[config.mk]
export PLATFORM = sky130hd
export DESIGN_NAME = fp_wb_arbiter
export DESIGN_NICKNAME = d
export VERILOG_FILES = /design/src/rtl/fp_wb_arbiter.sv
export SDC_FILE = /design/constraint.sdc
export NUM_CORES = 1
export LEC_CHECK = 0
export ABC_CLOCK_PERIOD_IN_PS = 4600
export BUFFER_PORTS_ARGS = -buffer_cell sky130_fd_sc_hd__buf_2
export CORE_AREA = 4 4 141 143
export DETAILED_ROUTE_END_ITERATION = 6
export DIE_AREA = 0 0 145 147
export GPL_TIMING_DRIVEN = 0
export MAX_ROUTING_LAYER = met4
export PLACE_DENSITY_LB_ADDON = 0.3
export SETUP_SLACK_MARGIN = 0.02
export SLEW_MARGIN = 10
export SYNTH_ARGS = -nofsm -noshare
export SYNTH_HDL_FRONTEND = slang
export SYNTH_SLANG_ARGS = --single-unit
export TNS_END_PERCENT = 20
[constraint.sdc]
create_clock -name clk -period 4.6 [get_ports clk]
set_clock_uncertainty 0.05 [all_clocks]
set_input_delay 0.23 -clock clk [delete_from_list [all_inputs] [get_ports clk]]
set_output_delay 0.23 -clock clk [all_outputs]
set_load 0.005 [all_outputs]
[src/rtl/fp_wb_arbiter.sv]
// fp_wb_arbiter: round-robin arbiter merging FP unit results onto one registered writeback port
module fp_wb_arbiter #(
  parameter int NUM_UNITS = 4,
  parameter int ID_W      = 3,
  parameter int FLEN      = 64
) (
  input  logic                                 clk,
  input  logic                                 rst,
  input  logic [NUM_UNITS-1:0]                 unit_done,
  input  logic [NUM_UNITS-1:0][ID_W-1:0]       unit_id,
  input  logic [NUM_UNITS-1:0][FLEN-1:0]       unit_rd,
  input  logic [NUM_UNITS-1:0][4:0]            unit_fflags,
  output logic [NUM_UNITS-1:0]                 unit_ack,
  output logic                                 wb_valid,
  output logic [ID_W-1:0]                      wb_id,
  output logic [FLEN-1:0]                      wb_data,
  input  logic                                 wb_ready,
  input  logic                                 fflags_clr,
  output logic [4:0]                           fflags_acc
);
  localparam int IW = NUM_UNITS > 1 ? $clog2(NUM_UNITS) : 1;
  logic [IW-1:0] rr_ptr;
  logic [IW-1:0] gnt_idx;
  logic [NUM_UNITS-1:0] sel;
  logic gnt;
  logic grant;
  logic slot_free;
  logic retire;
  logic [4:0] wb_fflags;
  function automatic logic [IW-1:0] wrap(input int v);
    return IW'(v % NUM_UNITS);
  endfunction
  assign slot_free = ~wb_valid | wb_ready;
  assign retire    = wb_valid & wb_ready;
  assign grant     = |unit_ack;
  // first pending unit at or after rr_ptr; ack only when the output slot can take it
  always_comb begin
    gnt     = 1'b0;
    gnt_idx = '0;
    sel     = '0;
    for (int k = 0; k < NUM_UNITS; k++) begin
      if (!gnt && unit_done[wrap(int'(rr_ptr) + k)]) begin
        gnt                            = 1'b1;
        gnt_idx                        = wrap(int'(rr_ptr) + k);
        sel[wrap(int'(rr_ptr) + k)]    = 1'b1;
      end
    end
    unit_ack = (gnt && slot_free && rst) ? sel : '0;
  end
  // writeback register: load on grant, drain on acceptance, hold while stalled
  always_ff @(posedge clk or negedge rst) begin
    if (!rst) begin
      rr_ptr    <= '0;
      wb_valid  <= 1'b0;
      wb_id     <= '0;
      wb_data   <= '0;
      wb_fflags <= '0;
    end else if (grant) begin
      rr_ptr    <= gnt_idx == IW'(NUM_UNITS - 1) ? '0 : gnt_idx + 1'b1;
      wb_valid  <= 1'b1;
      wb_id     <= unit_id[gnt_idx];
      wb_data   <= unit_rd[gnt_idx];
      wb_fflags <= unit_fflags[gnt_idx];
    end else if (wb_ready) begin
      wb_valid  <= 1'b0;
    end
  end
  // sticky exception flags; a clear coinciding with a retirement keeps only the retiring flags
  always_ff @(posedge clk or negedge rst) begin
    if (!rst) fflags_acc <= '0;
    else if (fflags_clr) fflags_acc <= retire ? wb_fflags : 5'd0;
    else if (retire) fflags_acc <= fflags_acc | wb_fflags;
  end
endmodule

==> run_results.csv <==
group,metric,value,unit
global_route,grt_max_degree,43,
worst_setup_path,start_kind,"flip-flop",
hold_path,hold_path_class,"in2reg",
power,combinationalPowerShare,66.3,%
timing,rsz0062_at_grt,"false",
logic_synthesis,synth_cell_types,41,
logic_synthesis,yosysWarnings,0,
worst_setup_path,max_stage_delay,0.43,ns
timing,slew_headroom,47.67,%
floorplan,placementRows,50,
worst_setup_path,setup.worst_path.class,"reg2reg",
place,port_buffers,372,
global_route,grt_use_total,17.74,%
worst_setup_path,path_cells,"buf_6, buf_2, inv_1, ha_1, clkbuf_1, nand2_1, a21o_1, a221oi_1, buf_2, clkbuf_4, buf_2, mux2i_1, mux2i_1, mux2_2",
clock_tree,htreeDepth,3,
timing,finalHoldViolCount,0,
finish,diodes,0,
global_route,grt_pass1_vias,5607,
power,leakage,4.684,nW
logic_synthesis,synth-main-ff-cell,"dfrtp_1",
timing,max_slew.worst_pin.slew,0.7850,ns
place,place_area,0.008219,sq mm
logic_synthesis,muxShareOfSynthArea,53.59,%
place,dp_slack,0.2781,ns
clock_tree,cts_tree,"built",
worst_setup_path,cpMaxStageDelayCell,"dfrtp_1",
worst_setup_path,rrSetupSlack,0.41,ns
routing,drt-total-wl,19.20,mm
finish,ff_latch_area,0.002002,sq mm
logic_synthesis,yosysMostFrequentCell,"mux2i_1",
floorplan,fp.dieH,147,um
timing,max_freq,238.6,MHz
logic_synthesis,synth-edff-count,0,
clock_tree,cts.path.max_buffers,2,
clock_tree,cts_setup_buffers,0,
routing,vias,5485,
routing,final_antenna_net_count,0,
finish,area_delta_synth_final,41.04,%
clock_tree,cts-root-buf,"clkbuf_16",
logic_synthesis,synth-seq-cells,80,
global_route,gr-total-overflow,0,
logic_synthesis,syn-num-nets,819,
finish,drive_gt1_share,54.08,%
power,seqPwrFrac,21.7,%
logic_synthesis,yosys.area_share.simple,3.065,%
worst_setup_path,crit_top_cell,"buf_2",
worst_setup_path,cp_max_fo,10,
job,maxCapViolCount,0,
global_route,antenna_found_initial,0,
global_route,grt_first_pass_wirelength,29.79,mm
logic_synthesis,yosys.area.top_type,"mux2i_1",
power,ir_drop,0.2635,mV
logic_synthesis,ys_seq_area_share,33.13,%
place,place_congestion,0.8370,
clock_tree,insertion_delay,0.34,ns
logic_synthesis,synthXorXnorAreaFrac,0.1450,%
timing,final.setup.tns,0,ns
logic_synthesis,synth_fa_ha_area_share,1.450,%
routing,drc,0,
power,clock_power_share,12.0,%
clock_tree,clk_pin_slew,0.06,ns
clock_tree,cts_buffers,9,
routing,post_drt_wl_per_cell,16.84,um
clock_tree,cts.sinks,80,
logic_synthesis,synth_top_area_share,36.94,%
worst_setup_path,required,4.77,ns
floorplan,die_area,0.02132,sq mm
routing,drtPass1Iterations,4,
power,internal-power,3.561,mW
logic_synthesis,synth.avg_cell_area,11.71,sq um
floorplan,ios,373,
floorplan,fp.coreArea,0.01858,sq mm
routing,drt_iter0_drc,164,
timing,finalWorstSetupSlack,0.4097,ns
finish,fill_cells,1795,
worst_setup_path,end_kind,"flip-flop",
timing,setup-violations-final,0,
timing,finalCritPeriodShare,91.09,%
finish,nets,1204,
logic_synthesis,synth_top_family_by_area,"multiplexers",
floorplan,die_x,145,um
logic_synthesis,synth_compound_area_share,4.597,%
logic_synthesis,synth_commonest_cells,"223 x mux2i_1, 80 x dfrtp_1, 50 x mux2_2",
power,powerDensity,696.4,mW/mm^2
logic_synthesis,synth_area_leaders,"mux2i_1 37%, dfrtp_1 33%, mux2_2 9.3%, mux2_4 6.2%, ha_1 1.4%",
power,switchingPower,2.374,mW
routing,vias_per_cell,4.811,
status,status,"finished, final reports clean",
worst_setup_path,worstPathArrival,4.36,ns
power,swShare,39.99,%
finish,stdcell_area,0.008522,sq mm
timing,report.final.slew_viol_count,0,
place,hpwl,15.40,mm
floorplan,start_util,32.52,%
timing,period_needed,4.190,ns
logic_synthesis,syn_area,0.006042,sq mm
logic_synthesis,syn-instance-count,516,
finish,multi_input_area,0.003797,sq mm
logic_synthesis,ys_async_sr_fraction,100.0,%
## sequential cells by signal, indices dropped and copies added, names as in the netlist, named ones only
name and flops:
wb_valid 1, wb_fflags 5, rr_ptr 1, fflags_acc 5, wb_id 3, wb_data 64
## worst max-delay path: cells and delay by family (launching register included)
kind	cells	cell delay [ns]
compound gates	2	0.41
fa+ha+maj	1	0.40
buf+inv	7	2.02
flops	1	0.43
mux	3	0.65
simple gates	1	0.09
## final cells by class
type	count	area share [%]
clock buffer	11	2.731
multi-input combinational	387	44.56
sequential	80	23.49
timing repair buffer	374	22.23
buffer	40	2.481
inverter	9	0.3964
tap	234	3.436
clock inverter	5	0.6754
## layer usage
| metal | share of wire (%) | vias up | track usage [%] |
|---|---|---|---|
| li1 | - | 2687 | - |
| met1 | 42 | 2574 | 21.24 |
| met2 | 51 | 214 | 31.29 |
| met3 | 5.8 | 10 | 3.054 |
| met4 | 0.97 | 0 | 4.276 |
| met5 | 0 | - | - |
## power groups by stage
stage,sequential (mW),combinational [mW],clock (mW)
floorplan,1.31,2.81,0
global placement,1.28,3.96,0
detailed placement,1.29,3.99,0
CTS,1.29,4.00,0.740
global route,1.34,4.27,0.769
finish,1.29,3.94,0.710
## what timing repair did
| action | CTS | global route |
|---|---|---|
| hold buffers | 1 | 0 |
| setup endpoints to repair | 0 | 13 |
| gates resized for setup | 0 | 1 |
| endpoints found under the hold margin | 40 | 0 |
## final timing paths
| kind | start | end | cells past startpoint |
|---|---|---|---|
| setup / recovery | flip-flop | wb_data[14] | 14 |
| hold / removal | fflags_clr | fflags_acc[0] | 2 |
| setup reg to reg | flip-flop | wb_data[14] | 14 |
| hold reg to reg | wb_data[33] | wb_data[33] | 1 |
| max in group asynchronous | rst | wb_data[35] | 3 |
| min in group asynchronous | rst | wb_data[57] | 2 |
## logic make-up (layout without fill, tap and decap cells)
kind of cell | after synthesis | in the layout
multiplexers | 301 | 301
flip-flops | 80 | 80
buffers and inverters | 49 | 439
AO/OA/AOI/OAI | 42 | 42
AND/OR/NAND/NOR | 36 | 36
adder cells (fa/ha/maj) | 7 | 7
XOR/XNOR | 1 | 1
## through the flow
step                utilization, %  power, mW  instances  hold slack (ns)
detailed placement           44.24      5.280       1123           0.2007
CTS                          45.85      6.035       1140          0.07918
floorplan                        -      4.123        516          -0.1156
global route                 45.87      6.382       1140           0.1079
global placement             44.11      5.243       1122           0.4353
finish                       45.87      5.935       1140           0.1043
## cell usage in the layout (no fill, tap or decap), types with 2 or more instances in the layout
cell	n
mux4_2	3
clkbuf_16	9
mux2_4	25
o22ai_1	4
nand2_1	9
clkinvlp_4	3
clkbuf_1	13
nor2_1	7
dfrtp_1	80
inv_1	9
mux2_2	50
o31ai_1	2
a221o_1	2
buf_1	6
a21o_1	2
nor3b_1	2
nand3_1	8
o21ai_0	9
buf_4	3
nand2b_1	2
buf_2	387
ha_1	7
buf_6	4
a21oi_1	14
mux2i_1	223
No activity file was read; power rests on OpenSTA's default activity.
